<file path="src/rtl/counter_sweep_pkg.sv">
// Shared types and constants for the counter sweep sequencer and its counter datapath.
package counter_sweep_pkg;

    localparam int unsigned COUNT_W = 3;
    localparam logic [COUNT_W-1:0] COUNT_MAX = 3'd7;

    typedef enum logic [1:0] {
        MODE_UP       = 2'd0,
        MODE_DOWN     = 2'd1,
        MODE_PINGPONG = 2'd2,
        MODE_RSVD     = 2'd3
    } sweep_mode_e;

    typedef enum logic [1:0] {
        S_IDLE  = 2'd0,
        S_CLEAR = 2'd1,
        S_RUN   = 2'd2
    } sweep_state_e;

endpackage

</file>
<file path="src/rtl/up_down_counter.sv">
// Wrapping up/down counter with terminal-value flags; synchronous active-high reset.
module up_down_counter #(
    parameter int unsigned W = 3
) (
    input  logic         clock,
    input  logic         reset,
    input  logic         en,
    input  logic         up,
    output logic [W-1:0] count,
    output logic         at_max,
    output logic         at_min
);
    import counter_sweep_pkg::*;

    logic [W-1:0] count_q, count_d;

    always_comb begin
        count_d = count_q;
        if (en) begin
            count_d = up ? count_q + 1'b1 : count_q - 1'b1;
        end
    end

    always_ff @(posedge clock) begin
        if (reset) begin
            count_q <= '0;
        end else begin
            count_q <= count_d;
        end
    end

    assign count  = count_q;
    assign at_max = (count_q == {W{1'b1}});
    assign at_min = (count_q == '0);

endmodule

</file>
<file path="src/rtl/counter_sweep_ctrl.sv">
// Sequences one up_down_counter through up, down or ping-pong sweeps for a commanded
// number of passes, with hold, abort and a one-cycle done/err report.
module counter_sweep_ctrl #(
    parameter int unsigned COUNT_W = 3,
    parameter int unsigned PASS_W  = 4
) (
    input  logic               clock,
    input  logic               reset,
    input  logic               cmd_valid,
    output logic               cmd_ready,
    input  logic [1:0]         cmd_mode,
    input  logic [PASS_W-1:0]  cmd_passes,
    input  logic               hold,
    input  logic               abort,
    output logic               busy,
    output logic               done,
    output logic               err,
    output logic [PASS_W-1:0]  pass_cnt,
    output logic [COUNT_W-1:0] count,
    output logic               at_max,
    output logic               at_min
);
    import counter_sweep_pkg::*;

    localparam logic [COUNT_W-1:0] CntTermUp = COUNT_W'(COUNT_MAX - 3'd1);
    localparam logic [COUNT_W-1:0] CntTermDn = COUNT_W'(1);

    sweep_state_e      state_q, state_d;
    sweep_mode_e       mode_q, mode_d;
    logic [PASS_W-1:0] passes_q, passes_d;
    logic [PASS_W-1:0] pass_cnt_q, pass_cnt_d;
    logic              dir_q, dir_d;
    logic              done_q, done_d;
    logic              err_q, err_d;

    logic              clr, cnt_en, cnt_up, step_done;
    logic [PASS_W-1:0] pass_inc;

    assign pass_inc = pass_cnt_q + 1'b1;

    always_comb begin
        unique case (mode_q)
            MODE_UP:   cnt_up = 1'b1;
            MODE_DOWN: cnt_up = 1'b0;
            default:   cnt_up = dir_q;
        endcase
    end

    // Abort freezes the counter, so it also gates the enable.
    assign cnt_en    = (state_q == S_RUN) && !hold && !abort;
    assign clr       = (state_q == S_CLEAR);
    assign step_done = cnt_en && ((cnt_up && count == CntTermUp) ||
                                  (!cnt_up && count == CntTermDn));

    always_comb begin
        state_d    = state_q;
        mode_d     = mode_q;
        passes_d   = passes_q;
        pass_cnt_d = pass_cnt_q;
        dir_d      = dir_q;
        done_d     = 1'b0;
        err_d      = 1'b0;
        unique case (state_q)
            S_IDLE: begin
                if (cmd_valid) begin
                    mode_d     = sweep_mode_e'(cmd_mode);
                    passes_d   = cmd_passes;
                    pass_cnt_d = '0;
                    dir_d      = 1'b1;
                    if (sweep_mode_e'(cmd_mode) == MODE_RSVD) begin
                        done_d = 1'b1;
                        err_d  = 1'b1;
                    end else if (cmd_passes == '0) begin
                        done_d = 1'b1;
                    end else begin
                        state_d = S_CLEAR;
                    end
                end
            end
            S_CLEAR: begin
                if (abort) begin
                    state_d = S_IDLE;
                    done_d  = 1'b1;
                    err_d   = 1'b1;
                end else begin
                    state_d = S_RUN;
                end
            end
            S_RUN: begin
                if (abort) begin
                    state_d = S_IDLE;
                    done_d  = 1'b1;
                    err_d   = 1'b1;
                end else if (step_done) begin
                    pass_cnt_d = pass_inc;
                    dir_d      = !dir_q;
                    if (pass_inc == passes_q) begin
                        state_d = S_IDLE;
                        done_d  = 1'b1;
                    end
                end
            end
            default: state_d = S_IDLE;
        endcase
    end

    always_ff @(posedge clock) begin
        if (reset) begin
            state_q    <= S_IDLE;
            mode_q     <= MODE_UP;
            passes_q   <= '0;
            pass_cnt_q <= '0;
            dir_q      <= 1'b1;
            done_q     <= 1'b0;
            err_q      <= 1'b0;
        end else begin
            state_q    <= state_d;
            mode_q     <= mode_d;
            passes_q   <= passes_d;
            pass_cnt_q <= pass_cnt_d;
            dir_q      <= dir_d;
            done_q     <= done_d;
            err_q      <= err_d;
        end
    end

    up_down_counter #(
        .W (COUNT_W)
    ) u_cnt (
        .clock  (clock),
        .reset  (reset | clr),
        .en     (cnt_en),
        .up     (cnt_up),
        .count  (count),
        .at_max (at_max),
        .at_min (at_min)
    );

    assign cmd_ready = (state_q == S_IDLE);
    assign busy      = (state_q != S_IDLE);
    assign done      = done_q;
    assign err       = err_q;
    assign pass_cnt  = pass_cnt_q;

endmodule

</file>
<file path="config.mk">
export PLATFORM = sky130hd
export DESIGN_NAME = counter_sweep_ctrl
export DESIGN_NICKNAME = d
export VERILOG_FILES = /design/src/rtl/counter_sweep_pkg.sv /design/src/rtl/up_down_counter.sv /design/src/rtl/counter_sweep_ctrl.sv
export SDC_FILE = /design/constraint.sdc
export NUM_CORES = 1
export LEC_CHECK = 0
export ABC_AREA = 1
export CAP_MARGIN = 25
export CELL_PAD_IN_SITES_DETAIL_PLACEMENT = 0
export CELL_PAD_IN_SITES_GLOBAL_PLACEMENT = 1
export CORE_MARGIN = 5
export CORE_UTILIZATION = 37
export DETAILED_ROUTE_END_ITERATION = 16
export GPL_TIMING_DRIVEN = 0
export MAX_ROUTING_LAYER = met4
export PLACE_DENSITY_LB_ADDON = 0.1
export SLEW_MARGIN = 25
export SYNTH_ARGS = -nofsm -noshare
export SYNTH_HDL_FRONTEND = slang
export SYNTH_SLANG_ARGS = --single-unit
</file>
<file path="constraint.sdc">
create_clock -name clock -period 2.9 [get_ports clock]
set_input_delay 0.58 -clock clock [delete_from_list [all_inputs] [get_ports clock]]
set_output_delay 0.58 -clock clock [all_outputs]
set_load 0.01 [all_outputs]
</file>
# Yosys cells after proc, flatten, opt, wreduce, memory -nomap -nowiden

Cells that the tools add are included.

Register bits: 18
Input port bits: 11
Output and inout port bits: 13

Bitwise gates (word level): 1
Equality and inequality tests: 15
Reduce and logical (&&, ||, !) cells: 20
Multiplexer cells: 29
Add/sub/neg operators: 3

Operator list:

| kind                                                 | number |
|---|---|
| 2-to-1 mux 2 bit                                     | 7 |
| 2-to-1 mux 1 bit                                     | 12 |
| 2-to-1 mux 4 bit                                     | 3 |
| != test 2 bit (second input constant)                | 5 |
| case mux 4 bit (2 select lines)                      | 1 |
| equality test 3 bit (second input constant)          | 2 |
| case mux 1 bit (2 select lines)                      | 3 |
| case mux 2 bit (3 select lines)                      | 1 |
| logical AND 1 bit                                    | 5 |
| AND reduction 5 bit                                  | 1 |
| adder 4 x 1 -> 4 bit (second input constant)         | 1 |
| equality test 2 x 1 -> 1 bit (second input constant) | 2 |
| equality test 2 bit (second input constant)          | 2 |
| equality test 4 bit                                  | 1 |
| logical NOT 1 bit                                    | 4 |
| logical NOT 2 bit                                    | 2 |
| logical NOT 4 bit                                    | 1 |
| AND reduction 4 bit                                  | 1 |
| nonzero test 2 bit                                   | 2 |
| adder 3 x 1 -> 3 bit (second input constant)         | 1 |
| equality test 3 x 1 -> 1 bit (second input constant) | 1 |
| logical NOT 3 bit                                    | 1 |
| 2-to-1 mux 3 bit                                     | 1 |
| != test 3 x 2 -> 1 bit (second input constant)       | 1 |
| other kinds (7)                                      | 7 |

# Logic depth before layout (Yosys ltp)

Gate-level depths: netlist (run 1).

Word-level depth: 9
Mapped depth: 11
Gate-level depth less buffers: 11

# Cells and area by module

A second synthesis (run 1) with hierarchy kept.

Cell total of the unflattened synthesis: 164
Area total of the unflattened synthesis: 1094.8 µm²

By module, submodules not included:

| module             | seq. area each (µm²) | times used | area an instance (µm²) | cells an instance |
|---|---|---|---|---|
| counter_sweep_ctrl | 300.3                | 1          | 927.1                  | 140 |
| up_down_counter    | 60.1                 | 1          | 167.7                  | 24 |

# Worst setup path before layout (run 1)

OpenSTA, ideal clock, no wires.

Path type: flip-flop to flip-flop
From: register pass_cnt_q[0] (netlist: pass_cnt[0])
To: register state_q[1]
Path slack: 1412 ps
Library setup time: 115 ps
Buffers on the path: 0
Arrival time: 1373 ps
Stages on the path, launching flop included: 10
Cell sequence: dfxtp_1 ha_1 xnor2_1 nand2_1 nor2_1 nand3_1 nand2_2 nand3_1 nand2_1 nor2_1

Longest elaborated chain between the ends: 4

Ends and longest elaborated chain:

| what                                    | line                      | text |
|---|---|---|
| start, declared                         | counter_sweep_ctrl.sv:31  | `logic [PASS_W-1:0] pass_cnt_q, pass_cnt_d;` |
| start signal, assigned                  | counter_sweep_ctrl.sv:120 | `pass_cnt_q <= pass_cnt_d;` |
| adder 4 x 1 -> 4 bit                    | counter_sweep_ctrl.sv:39  | `assign pass_inc = pass_cnt_q + 1'b1;` |
| equality test 4 bit                     | counter_sweep_ctrl.sv:97  | `if (pass_inc == passes_q) begin` |
| != test 3 x 2 -> 1 bit (no source line) | -                         |  |
| AND reduction 5 bit (no source line)    | -                         |  |
| end signal, assigned                    | counter_sweep_ctrl.sv:117 | `state_q <= state_d;` |
| end, declared                           | counter_sweep_ctrl.sv:28  | `sweep_state_e state_q, state_d;` |

No other way between the ends.
A chain may end at the register's enable or synchronous reset.

# Worst setup path after layout (run 1)

From: register state_q[0]
To: output port busy

Longest elaborated chain between the ends: 1

Ends and longest elaborated chain:

| what               | line                      | text |
|---|---|---|
| nonzero test 2 bit | counter_sweep_ctrl.sv:140 | `assign busy = (state_q != S_IDLE);` |
| end, declared      | counter_sweep_ctrl.sv:15  | `output logic busy,` |

No other way between the ends.

==> results.json, run 1 <==
{
  "period_needed_ns": 2.31,
  "rsz0062_at_grt": "false",
  "critical_path.slowest_cell": "clkdlybuf4s50_1",
  "clock.fmax_mhz": 433,
  "io_buffers": 22,
  "post_drt_via_cell_ratio": 4.93,
  "reg2reg_from": "state_q[0]$_SDFFE_PP0P_",
  "cp.arrival_ns": 1.73,
  "fp.dieH_microns": 64.6,
  "fin_tns_setup_ns": 0,
  "ys_warn_count": 0,
  "setup_viol_count_final": 0,
  "dp_slack_ns": 0.818,
  "slowest_delay_ns": 0.55,
  "final_area_sq_um": 1400,
  "cp_num_buf_inv": 3,
  "cp.depth": 4,
  "final.setup.worst_slack_ns": 0.590,
  "p_leak_nw": 0.619,
  "syn_nets": 182,
  "wire_per_inst_microns": 11.5,
  "layout.cells.non_filler": 217,
  "die_w_microns": 64.6,
  "mostFrequentLayoutCells": "nand2_1 (32), inv_1 (24), clkdlybuf4s50_1 (22)",
  "placed_area_sq_um": 1360,
  "peakVddDrop_v": 0.000327,
  "finalWirelength_mm": 2.50,
  "core-area_sq_um": 2810,
  "layout_commonest_cell": "nand2_1",
  "drt_pass1_iterations": 4,
  "cts_htree_levels": 1,
  "critPathMaxFanout": 5,
  "cts_buffers": 3,
  "worst_pin_slew_ns": 0.411,
  "cp-end-kind": "primary output",
  "post-route-period-util_pct": 79.6,
  "path_delay_family": "buffers and inverters",
  "grt_pass1_wl_mm": 4.37,
  "cts_num_sinks": 18,
  "cts_tree": "yes",
  "drt-initial-drc-count": 31,
  "cts_setup_buffers": 0,
  "grt_util_all_layers_pct": 13.3,
  "nNetsFinal": 209,
  "worstReg2RegEnd": "dir_q$_SDFFE_PP1P_",
  "grt_pass1_vias": 971,
  "drive_gt1_share_pct": 6.99,
  "vias": 1070,
  "ys_types": 21,
  "fin_skew_ns": 0.00525,
  "ioPinCount": 24,
  "diodes": 0,
  "initial_core_util_pct": 39.3,
  "async_flop_share_pct": 0,
  "drv_cap": 0,
  "crit_chain": "inv_1 > ha_1 > inv_1 > clkdlybuf4s50_1",
  "cp-startpoint": "state_q[0]$_SDFFE_PP0P_",
  "synth_area_per_cell_sq_um": 6.88,
  "whs_ns": 0.479,
  "hold_buffers": 0,
  "cp-start-kind": "register",
  "final.fill_count": 294,
  "holdCritPathClass": "register to register",
  "worstHoldStart": "passes_q[3]$_SDFFE_PP0P_",
  "clk_pin_slew_ns": 0.11,
  "cts_resized": 0,
  "cts-root-buf": "clkbuf_4",
  "grt_max_degree": 11,
  "dieArea_sq_um": 4170,
  "setup.worst_path.end": "busy",
  "antenna_found_initial": 0,
  "synth_cells": 160,
  "place_congestion": 0.776,
  "cpMostUsedCell": "inv_1",
  "final_hold_viol_count": 0,
  "syn2layout_area_growth_pct": 26.8,
  "synth_seq_cells": 18,
  "relSlewSlack_pct": 72.6,
  "final_antenna_net_count": 0,
  "critPathRequiredTime_ns": 2.32,
  "status": "finished, final reports clean",
  "synthFlopType": "dfxtp_1",
  "synth_area_sq_um": 1100,
  "maxSlewViolCount": 0,
  "path_class": "register to primary output",
  "worstSkewPairLatency_ns": 0.30,
  "regToRegSetupSlack_ns": 1.15,
  "rows": 19,
  "r2r_cells": 9,
  "powerDensity_nw_per_um2": 741,
  "hpwl_mm": 1.98,
  "ys_seq_area_share_pct": 32.7,
  "grt_overflow": 0,
  "clockBufferDepth": 2,
  "synth_edf_count": 0,
  "placed_cells": 213,
  "drc": 0
}
==> report_power, final <==
| group | switching [W] | total (W) | internal [W] |
|---|---|---|---|
| combinational | 0.000302 | 0.000525 | 0.000223 |
| clock | 0.0000825 | 0.000159 | 0.0000766 |
| sequential | 0.0000474 | 0.000351 | 0.000304 |
==> state kept, by name, summed over array words and instances (netlist names) <==
register / cells
dir_q: 1
done: 1
err: 1
mode_q: 2
pass_cnt: 4
passes_q: 4
state_q: 2
u_cnt.count: 3
==> worst min-delay path by stage <==
stage	endpoint	slack, ns	cells past startpoint
CTS	passes_q[2]$_SDFFE_PP0P_	0.48	2
floorplan	passes_q[3]$_SDFFE_PP0P_	0.44	2
detailed placement	passes_q[2]$_SDFFE_PP0P_	0.47	2
finish	passes_q[3]$_SDFFE_PP0P_	0.48	2
global placement	passes_q[3]$_SDFFE_PP0P_	0.47	2
global route	passes_q[2]$_SDFFE_PP0P_	0.52	2
==> area by class of cell <==
type / instances / area [sq um] / share of cell area (%)
Buffer: 2 / 7.51 / 0.538
Clock buffer: 4 / 36.3 / 2.60
Inverter: 24 / 90.1 / 6.45
Multi-Input combinational cell: 116 / 643 / 46.1
Sequential cell: 18 / 360 / 25.8
Tap cell: 31 / 38.8 / 2.78
Timing Repair Buffer: 22 / 220 / 15.8
==> logic make-up after synthesis <==
logic type | after synthesis | share of synthesized area [%]
compound gates | 29 | 14.7
flops | 18 | 32.7
fa+ha+maj | 11 | 12.5
simple gates | 73 | 28.9
buf+inv | 26 | 8.86
xor+xnor | 3 | 2.39
==> Yosys cell counts, types with 2 or more instances <==
cell type | number | share of area (%)
xnor2_1 | 2 | 1.6
nand4_1 | 3 | 1.7
ha_1 | 11 | 12
nand3_1 | 10 | 4.5
nand2_1 | 32 | 11
nor2_1 | 20 | 6.8
dfxtp_1 | 18 | 33
o21ai_0 | 9 | 4.1
inv_1 | 24 | 8.2
nand2_2 | 4 | 2.3
a21oi_1 | 16 | 7.3
clkbuf_1 | 2 | 0.68
==> tightest hold or removal path, stage by stage, from the launching register on <==
cell,delay (ns)
dfxtp_1,0.32
inv_1,0.06
a21oi_1,0.05
==> per-layer routing <==
layer / up-vias / wire length, microns / GRT usage (%)
li1: 563 / - / -
met1: 482 / 1270 / 17.6
met2: 25 / 1100 / 20.4
met3: 0 / 132 / 3.97
met4: 0 / 0 / 2.37
met5: - / 0 / -
==> per-stage QoR <==
stage	power, W	util, %
global route	0.00113	49.8
finish	0.00103	49.8
CTS	0.00105	49.8
floorplan	0.000707	-
detailed placement	0.000884	48.5
global placement	0.000882	48.5
Power figures use the tool's default switching activity.
==> run 2, diff against run 1 <==
--- a/config.mk
+++ b/config.mk
@@ -10,7 +10,7 @@
 export CELL_PAD_IN_SITES_DETAIL_PLACEMENT = 0
 export CELL_PAD_IN_SITES_GLOBAL_PLACEMENT = 1
 export CORE_MARGIN = 5
-export CORE_UTILIZATION = 37
+export CORE_UTILIZATION = 31
 export DETAILED_ROUTE_END_ITERATION = 16
 export GPL_TIMING_DRIVEN = 0
 export MAX_ROUTING_LAYER = met4
==> constraint.sdc (replaced) <==
create_clock -name clock -period 1.9 [get_ports clock]
set_input_delay 0.38 -clock clock [delete_from_list [all_inputs] [get_ports clock]]
set_output_delay 0.38 -clock clock [all_outputs]
set_load 0.01 [all_outputs]
==> run 2 against run 1 <==
Against the previous run: sequential power rose by 54%; non-clock buffer count did not move; total power rose by 51%; first-iteration DRC count rose by 81%; critical path depth fell by 3; clock power rose by 53%; sequential share of layout area rose by 0.14 points; critical path type unchanged.
==> results.json, run 2 (same netlist as run 1, synthesis figures left out) <==
{
  "status": "finished, final reports clean",
  "grt_util_all_layers_pct": 11.3,
  "vias": 1027,
  "dieArea_sq_um": 4840,
  "cts_htree_levels": 1,
  "initial_core_util_pct": 32.5,
  "switching_share_pct": 42.2,
  "setup_viol_count_final": 0,
  "rows": 21,
  "hpwl_mm": 2.07,
  "period_needed_ns": 1.78,
  "peakVddDrop_v": 0.000464,
  "layout_commonest_cell": "nand2_1",
  "drt_pass1_iterations": 4,
  "drv_cap": 0,
  "relSlewSlack_pct": 72.2,
  "final_area_sq_um": 1420,
  "cts_setup_buffers": 0,
  "fp.dieH_microns": 69.6,
  "clk_pin_slew_ns": 0.11,
  "mostFrequentLayoutCells": "nand2_1 (32), inv_1 (21), nor2_1 (20)",
  "path_delay_family": "buffers and inverters",
  "pwr-share-comb_pct": 49.7,
  "place_congestion": 0.796,
  "grt_max_degree": 11,
  "final_hold_viol_count": 0,
  "cp.arrival_ns": 1.40,
  "cts_num_sinks": 18,
  "fin_tns_setup_ns": 0,
  "io_buffers": 22,
  "final.setup.worst_slack_ns": 0.120,
  "slowest_delay_ns": 0.60,
  "multi_input_area_sq_um": 643,
  "finalWirelength_mm": 2.53,
  "power.switching_w": 0.000659,
  "placed_area_sq_um": 1380,
  "post-route-period-util_pct": 93.7,
  "power.internal_w": 0.000903,
  "p_leak_nw": 0.625,
  "final.fill_count": 372,
  "cp_num_buf_inv": 1,
  "drt-initial-drc-count": 56,
  "r2r_cells": 9,
  "critical_path.slowest_cell": "clkdlybuf4s50_1",
  "post_drt_via_cell_ratio": 4.43,
  "cts_resized": 12,
  "core-area_sq_um": 3390,
  "grt_pass1_wl_mm": 4.38,
  "path_class": "register to primary output",
  "maxSlewViolCount": 0,
  "fin_skew_ns": 0.00898,
  "grt_pass1_vias": 1004,
  "critPathMaxFanout": 8,
  "hold_buffers": 0,
  "ioPinCount": 24,
  "ff_latch_area_sq_um": 368,
  "antenna_found_initial": 0,
  "syn2layout_area_growth_pct": 28.8,
  "seqPwrFrac_pct": 34.7,
  "wire_per_inst_microns": 10.9,
  "cp-end-kind": "primary output",
  "die_w_microns": 69.6,
  "worstSkewPairLatency_ns": 0.30,
  "cp.depth": 1,
  "worst_pin_slew_ns": 0.416,
  "diodes": 0,
  "final_antenna_net_count": 0,
  "cts_buffers": 3,
  "critPathRequiredTime_ns": 1.52,
  "cp-start-kind": "register",
  "clock.fmax_mhz": 562,
  "rsz0062_at_grt": "false",
  "grt_overflow": 0,
  "drc": 0,
  "holdCritPathClass": "input pin to register",
  "powerDensity_nw_per_um2": 1100,
  "holdPathStages": 2,
  "crit_chain": "clkdlybuf4s50_1",
  "nNetsFinal": 209,
  "dp_slack_ns": 0.0240,
  "drive_gt1_share_pct": 10.8,
  "clockPowerShare_pct": 15.6,
  "clockBufferDepth": 2,
  "cts_tree": "yes",
  "cts-root-buf": "clkbuf_4"
}
[run 2: worst paths after layout]
path	start	end	slack (ns)
max	pass_cnt[0]$_SDFFE_PP0P_	pass_cnt[0]	0.12
min	reset	pass_cnt[2]$_SDFFE_PP0P_	0.47
max reg2reg	pass_cnt[0]$_SDFFE_PP0P_	state_q[1]$_SDFFE_PP0P_	0.18
min reg2reg	passes_q[3]$_SDFFE_PP0P_	passes_q[3]$_SDFFE_PP0P_	0.49
[run 2: final cells by class]
class                   count  area share (%)
repair buffers             22            15.2
inverters                  24            6.35
plain buffers               2           0.530
clock buffers               4            2.56
well taps                  46            4.06
flip-flops and latches     18            25.9
multi-input cells         116            45.4
[run 2: power groups by stage]
stage	registers [W]	clock network, W	logic [W]
global placement	0.000544	0	0.000802
CTS	0.000543	0.000258	0.000790
floorplan	0.000540	0	0.000539
global route	0.000555	0.000275	0.000901
finish	0.000542	0.000244	0.000775
detailed placement	0.000546	0	0.000808
[run 2: per-stage QoR]
| stage | total power [W] | hold WS (ns) | util, % | instances |
|---|---|---|---|---|
| 3_3_place_gp | 0.00135 | 0.464 | 40.7 | 228 |
| 4_1_cts | 0.00159 | 0.463 | 41.8 | 232 |
| 5_1_grt | 0.00173 | 0.475 | 41.8 | 232 |
| 6_report | 0.00156 | 0.470 | 41.8 | 232 |
| 3_5_place_dp | 0.00135 | 0.466 | 40.7 | 228 |
| 2_1_floorplan | 0.00108 | 0.445 | - | 160 |
[run 2: routing by layer]
layer / part of all wire, % / track usage, % / up-vias
li1: - / - / 561
met2: 45 / 17.7 / 16
met4: 0.79 / 3.90 / 0
met1: 51 / 14.6 / 448
met5: 0 / - / -
met3: 2.9 / 1.88 / 2
